**src/rtl/mem_lsu.sv**
```systemverilog
// Load/store unit between a CPU request/response port and a single-cycle registered RAM.
// Handles byte/half/word accesses with lane alignment, sign/zero extension and error checks.
module mem_lsu #(
  parameter int unsigned ADDRESS_WIDTH = 10,
  parameter int unsigned BYTES         = 4
) (
  input  logic                     clk,
  input  logic                     reset,
  input  logic                     req_valid,
  output logic                     req_ready,
  input  logic                     req_we,
  input  logic [31:0]              req_addr,
  input  logic [1:0]               req_size,
  input  logic                     req_unsigned,
  input  logic [31:0]              req_wdata,
  output logic                     resp_valid,
  input  logic                     resp_ready,
  output logic [31:0]              resp_rdata,
  output logic                     resp_err,
  output logic [ADDRESS_WIDTH-1:0] mem_addr,
  output logic [BYTES-1:0]         mem_be,
  output logic [31:0]              mem_wdata,
  output logic                     mem_we,
  input  logic [31:0]              mem_rdata
);

  typedef enum logic [1:0] {StIdle, StIssue, StWait, StResp} state_e;

  state_e                   state_q, state_d;
  logic                     we_q, we_d;
  logic [1:0]               size_q, size_d;
  logic                     uns_q, uns_d;
  logic [1:0]               off_q, off_d;
  logic                     err_q, err_d;
  logic [ADDRESS_WIDTH-1:0] mem_addr_q, mem_addr_d;
  logic [BYTES-1:0]         be_q, be_d;
  logic [31:0]              wdata_q, wdata_d;
  logic [31:0]              rdata_q, rdata_d;

  logic                     accept;
  logic                     req_err;
  logic [31:0]              addr_hi;
  logic [BYTES-1:0]         be_calc;
  logic [31:0]              wdata_calc;
  logic [31:0]              rd_shift;
  logic [31:0]              rd_ext;

  assign req_ready = (state_q == StIdle);
  assign accept    = req_valid & req_ready;
  // Any address bit above the RAM's reach makes the request out of range.
  assign addr_hi   = req_addr >> (ADDRESS_WIDTH + 2);

  // Decode size/offset into lane enables, replicated write data and error flag.
  always_comb begin
    be_calc    = '0;
    wdata_calc = req_wdata;
    req_err    = 1'b0;
    case (req_size)
      2'd0: begin
        be_calc    = 4'b0001 << req_addr[1:0];
        wdata_calc = {4{req_wdata[7:0]}};
      end
      2'd1: begin
        be_calc    = 4'b0011 << req_addr[1:0];
        wdata_calc = {2{req_wdata[15:0]}};
        req_err    = req_addr[0];
      end
      2'd2: begin
        be_calc = 4'b1111;
        req_err = |req_addr[1:0];
      end
      default: req_err = 1'b1;
    endcase
    if (addr_hi != '0) req_err = 1'b1;
  end

  // Move the addressed lane down to bit 0, then extend to the access size.
  always_comb begin
    rd_shift = mem_rdata >> {off_q, 3'b000};
    case (size_q)
      2'd0:    rd_ext = {{24{~uns_q & rd_shift[7]}}, rd_shift[7:0]};
      2'd1:    rd_ext = {{16{~uns_q & rd_shift[15]}}, rd_shift[15:0]};
      default: rd_ext = rd_shift;
    endcase
  end

  always_comb begin
    state_d    = state_q;
    we_d       = we_q;
    size_d     = size_q;
    uns_d      = uns_q;
    off_d      = off_q;
    err_d      = err_q;
    mem_addr_d = mem_addr_q;
    be_d       = be_q;
    wdata_d    = wdata_q;
    rdata_d    = rdata_q;
    case (state_q)
      StIdle: begin
        if (accept) begin
          we_d    = req_we;
          size_d  = req_size;
          uns_d   = req_unsigned;
          off_d   = req_addr[1:0];
          rdata_d = '0;
          err_d   = req_err;
          if (req_err) begin
            state_d = StResp;
          end else begin
            mem_addr_d = req_addr[ADDRESS_WIDTH+1:2];
            be_d       = be_calc;
            wdata_d    = wdata_calc;
            state_d    = StIssue;
          end
        end
      end
      StIssue: state_d = we_q ? StResp : StWait;
      StWait: begin
        rdata_d = rd_ext;
        state_d = StResp;
      end
      StResp: begin
        if (resp_ready) state_d = StIdle;
      end
      default: state_d = StIdle;
    endcase
  end

  always_ff @(posedge clk or posedge reset) begin
    if (reset) begin
      state_q    <= StIdle;
      we_q       <= 1'b0;
      size_q     <= 2'd0;
      uns_q      <= 1'b0;
      off_q      <= 2'd0;
      err_q      <= 1'b0;
      mem_addr_q <= '0;
      be_q       <= '0;
      wdata_q    <= '0;
      rdata_q    <= '0;
    end else begin
      state_q    <= state_d;
      we_q       <= we_d;
      size_q     <= size_d;
      uns_q      <= uns_d;
      off_q      <= off_d;
      err_q      <= err_d;
      mem_addr_q <= mem_addr_d;
      be_q       <= be_d;
      wdata_q    <= wdata_d;
      rdata_q    <= rdata_d;
    end
  end

  // RAM strobes derive from the state register so reset kills them without waiting for a clock.
  assign mem_we     = (state_q == StIssue) & we_q;
  assign mem_be     = (state_q == StIssue) ? be_q : '0;
  assign mem_addr   = mem_addr_q;
  assign mem_wdata  = wdata_q;
  assign resp_valid = (state_q == StResp);
  assign resp_err   = (state_q == StResp) & err_q;
  assign resp_rdata = rdata_q;

endmodule

```
**config.mk**
```make
export PLATFORM = sky130hd
export DESIGN_NAME = mem_lsu
export DESIGN_NICKNAME = d
export VERILOG_FILES = /design/src/rtl/mem_lsu.sv
export SDC_FILE = /design/constraint.sdc
export NUM_CORES = 1
export LEC_CHECK = 0
export ABC_AREA = 1
export CORE_ASPECT_RATIO = 1.5
export CORE_MARGIN = 5
export CORE_UTILIZATION = 45
export CTS_BUF_LIST = sky130_fd_sc_hd__clkbuf_16
export DETAILED_ROUTE_END_ITERATION = 7
export GPL_TIMING_DRIVEN = 0
export PLACE_DENSITY = 0.79
export SLEW_MARGIN = 20
export SYNTH_ARGS = -nofsm -noshare
export SYNTH_HDL_FRONTEND = slang
export SYNTH_SLANG_ARGS = --single-unit
```
**constraint.sdc**
```tcl
create_clock -name clk -period 3.3 [get_ports clk]
set_clock_uncertainty 0.2 [all_clocks]
set_input_delay 0.495 -clock clk [delete_from_list [all_inputs] [get_ports clk]]
set_output_delay 0.495 -clock clk [all_outputs]
set_load 0.02 [all_outputs]
```
Word-level counts from Yosys, hierarchy flattened
Index checks and enable logic that the tools add are counted.
Widths: inputs -> output; s select.
- register bits: 87
- input bits: 104
- output and inout port bits: 82
- word-level logic and storage cells: 51
- eq/ne operators: 8
- shift-type cells: 3
- multiplexer cells: 13
- bitwise gates (word level): 7
- reduce and logical (&&, ||, !) cells: 10
- operators with widths (cell ; count):
    $pmux 32 s2 ; 3
    $mux 32 ; 1
    $reduce_bool 32->1 ; 1
    $shr 32x5->32 ; 1
    $pmux 4 s3 ; 1
    $pmux 2 s4 ; 1
    $eq 2x1->1 const B ; 3
    $eq 2x2->1 const B ; 3
    $logic_not 2->1 ; 3
    $mux 2 ; 3
    $reduce_and 2->1 ; 3
    $and 1x1->1 ; 5
    $mux 4 ; 1
    $ne 2x1->1 const B ; 2
    $shl 1x2->4 const A ; 1
    $shl 2x2->4 const A ; 1
    $pmux 1 s3 ; 1
    $reduce_and 3->1 ; 1
    $mux 1 ; 2
    $not 1->1 ; 2
    $reduce_bool 2->1 ; 1
    $reduce_or 2->1 ; 1

Logic depth before layout (Yosys ltp)
- word-level depth: 6
- depth in mapped cells: 11

Worst setup path after synthesis
No wires, ideal clock.
- path kind: reg-to-reg
- start: reg state_q[0]
- end: reg mem_addr_q[0] (netlist: mem_addr[0])
- library setup time: 0.117 ns
- arrival: 1.674 ns
- setup slack: 1.309 ns
- stages on the path, launching flop included: 10
- path buffers: 2
- clock period less this slack: 1.991 ns
- cell sequence: dfrtp_1 inv_1 ha_1 clkbuf_2 nand2_1 inv_1 nand3_2 buf_6 nand2_1 nand2_1
- longest elaborated chain between the ends: 3
- ends and longest elaborated chain (element ; line ; RTL):
    from (decl) ; 29 ; state_e state_q, state_d;
    from (signal assigned) ; 131 ; state_q <= StIdle;
    from (signal assigned) ; 142 ; state_q <= state_d;
    $logic_not 2->1 (*) ; 48 ; assign req_ready = (state_q == StIdle);
    named net req_ready ; 10 ; output logic req_ready,
    $and 1x1->1 ; 49 ; assign accept = req_valid & req_ready;
    $reduce_and 3->1 (no line) (*) ; - ;
    to (signal assigned) ; 148 ; mem_addr_q <= mem_addr_d;
    to (decl) ; 35 ; logic [ADDRESS_WIDTH-1:0] mem_addr_q, mem_addr_d;
The timed path passes the listed nets; every way through them passes the cells marked *.
A chain may end at the register's enable or synchronous reset.

Worst setup path after layout
- start: reg state_q[1]
- end: out mem_we
- longest elaborated chain between the ends: 2
- ends and longest elaborated chain (element ; line ; RTL):
    $eq 2x1->1 ; 156 ; assign mem_we = (state_q == StIssue) & we_q;
    $and 1x1->1 ; 156 ;
    to (decl) ; 23 ; output logic mem_we,
No other way between the ends.

==> out/results.ini <==
[status]
status=finished, final reports clean

[hold_path]
hold_end=mem_wdata[18]
min-delay-start=mem_wdata[18]
holdCritPathClass=reg -> reg
min_path_cells=2

[clocking]
cts.clk_slew.worst_paths_ps=60
cts_tree=built
cts_max_path_buffers=2
postCtsSetupBuffers=0
ctsResizeCount=0
ctsHoldBuffers=0
clock_latency_ps=340
cts_root_buffer=clkbuf_16
h-tree-depth=3
cts.sinks=87
cts_buffers=9

[global_routing]
grt_max_degree=58
grt_pass1_vias=5465
grt_overflow=0
track_usage=0.264
grt_pass1_wl_mm=26.4
grt_antenna_before_repair=0

[critical_path]
r2r_start=state_q[0]
end_kind=output port
path_max_fanout=5
r2r_slack_ps=930
cp.arrival_ps=1860
cp_data_required_time_ps=2600
critical_path_class=reg -> out
critPathLaunchType=flop
r2r-end=mem_wdata[7]
worst_r2r_path_depth=9

[finish]
num_antenna_cells=0
final_cell_area_um2=7220
seqCellArea_um2=2180
final_util=0.682
area_growth_pct=47.8
final_common_cell=nand2_1
layout_common_cells=nand2_1 (357), clkdlybuf4s50_1 (183), dfrtp_1 (87)
multi_input_area_um2=2310
fillers=965
final_nets=1009
final_layout_size_suffix_gt1_frac=0.0596

[timing]
tightestPinTransition_ps=491
min_period_over_period=0.774
relSlewSlack=0.673
final.min_clock_period_ps=2560
hold_violations=0
max_freq_ghz=0.391
tns_ps=0
slew_viol_final=0
rsz0062_at_grt=false
setup_viol=0
fin_ws_ps=744

[drt]
vias=5270
routed_wl_mm=17.0
viasPerCell=5.02
postRouteAntennaNets=0
drc=0
drt_iter0_drc=290
dr.pass1.iters=5
drt-wirelength-per-cell_um=16.2

[synth]
post_synth_and_or_nand_nor_area_fraction=0.399
async_flop_share=1.00
synth_fa_ha_area_frac=0.0102
synth-compound-area-share=0.0645
synth_edf_count=0
syn-cell-area_um2=4890
synth_nets=814
ys_ff_latch=87
synthDistinctLibCells=24
syn_inst=706
ys_warn_count=0
muxShareOfSynthArea=0
synth_xor_area_frac=0
ys_seq_area_frac=0.446
avgSynthCellArea_um2=6.92
synth_top_family_by_area=simple AND/OR/NAND/NOR gates
ys.flop_type=dfrtp_1

[place]
dpl_cell_area_um2=6930
dp.final_hpwl_mm=13.4
gp_congestion=0.986
dp_slack_ps=769
io_buffers=183

[floorplanning]
start_util=0.461
die_w_um=95.1
dieArea_um2=13100
dieHeight_um=138
rows=46
ios=186
coreArea_um2=10600

[run]
cap_viol_max_count=0

[power_and_ir_drop]
power.switching_mw=2.05
leakage_nw=3.72
combPwrFrac=0.498
switching_share=0.422
pwr_density_cell_nw_per_um2=671
p_int_mw=2.80
seqPwrFrac=0.295
vdd_drop_max_v=0.000311
clockPowerShare=0.207

-- kinds of logic after synthesis --
logic type | Yosys count
adders and majority gates | 4
buffers and inverters | 76
DFF | 87
AOI/OAI and AO/OA | 57
and+or+nand+nor | 482
-- final cells by class --
| class | instances | share of cell area |
|---|---|---|
| well taps | 144 | 0.0250 |
| clock buffers | 9 | 0.0312 |
| flip-flops and latches | 87 | 0.302 |
| multi-input cells | 543 | 0.320 |
| repair buffers | 184 | 0.258 |
| clock inverters | 7 | 0.00919 |
| plain buffers | 42 | 0.0367 |
| inverters | 34 | 0.0184 |
-- power by group through the flow --
stage	Combinational (mW)	Sequential, mW	Clock [mW]
2_1_floorplan	1.28	1.62	0
3_3_place_gp	2.36	1.44	0
3_5_place_dp	2.41	1.45	0
4_1_cts	2.42	1.43	1.02
5_1_grt	2.65	1.45	1.08
6_report	2.41	1.43	1.00
-- layer usage --
metal	vias to the layer above	GRT usage	routed length, um
met4	0	0.124	666
met3	38	0.0934	1540
met5	-	0	0
li1	2601	-	-
met2	206	0.475	8730
met1	2425	0.268	6070
-- worst max-delay path: stages (launching register included) --
cell,delay [ps]
dfrtp_1,430
inv_1,100
ha_1,240
nand2_1,70
inv_1,80
clkdlybuf4s50_1,600
-- Yosys cell counts (2+ instances only) --
library cell  number  area share
a21oi_1           17       0.017
a31oi_1            7      0.0090
buf_2             13       0.013
buf_4              4      0.0061
buf_6             10       0.023
clkbuf_1          13       0.010
dfrtp_1           87        0.45
ha_1               4       0.010
inv_1             31       0.024
inv_2              2      0.0015
nand2_1          357        0.27
nand2_2            2      0.0026
nand3_1           82       0.084
nand3_2            3      0.0061
nor2_1            35       0.027
o211ai_1           4      0.0061
o21ai_0           28       0.029
-- per-stage QoR --
step                std cells  hold slack (ps)  power, mW
floorplan                 706              242       2.91
global placement         1033              253       3.80
detailed placement       1034              258       3.86
CTS                      1050              270       4.88
global route             1050              291       5.18
finish                   1050              273       4.85
-- how the worst max path moves through the flow --
stage | end | start | slack [ps]
5_1_grt | mem_be[1] | state_q[1] | 670
4_1_cts | mem_we | state_q[1] | 730
6_report | mem_we | state_q[1] | 740
3_3_place_gp | resp_rdata[8] | reset | -980
3_5_place_dp | mem_wdata[24] | req_addr[0] | 770
2_1_floorplan | be_q[0] | reset | 350
-- flip-flops by register name, indices dropped and copies added (netlist names) --
register,cells
resp_rdata,32
state_q,2
off_q,2
be_q,4
uns_q,1
size_q,2
mem_wdata,32
err_q,1
we_q,1
mem_addr,10
Power figures use the tool's default switching activity.
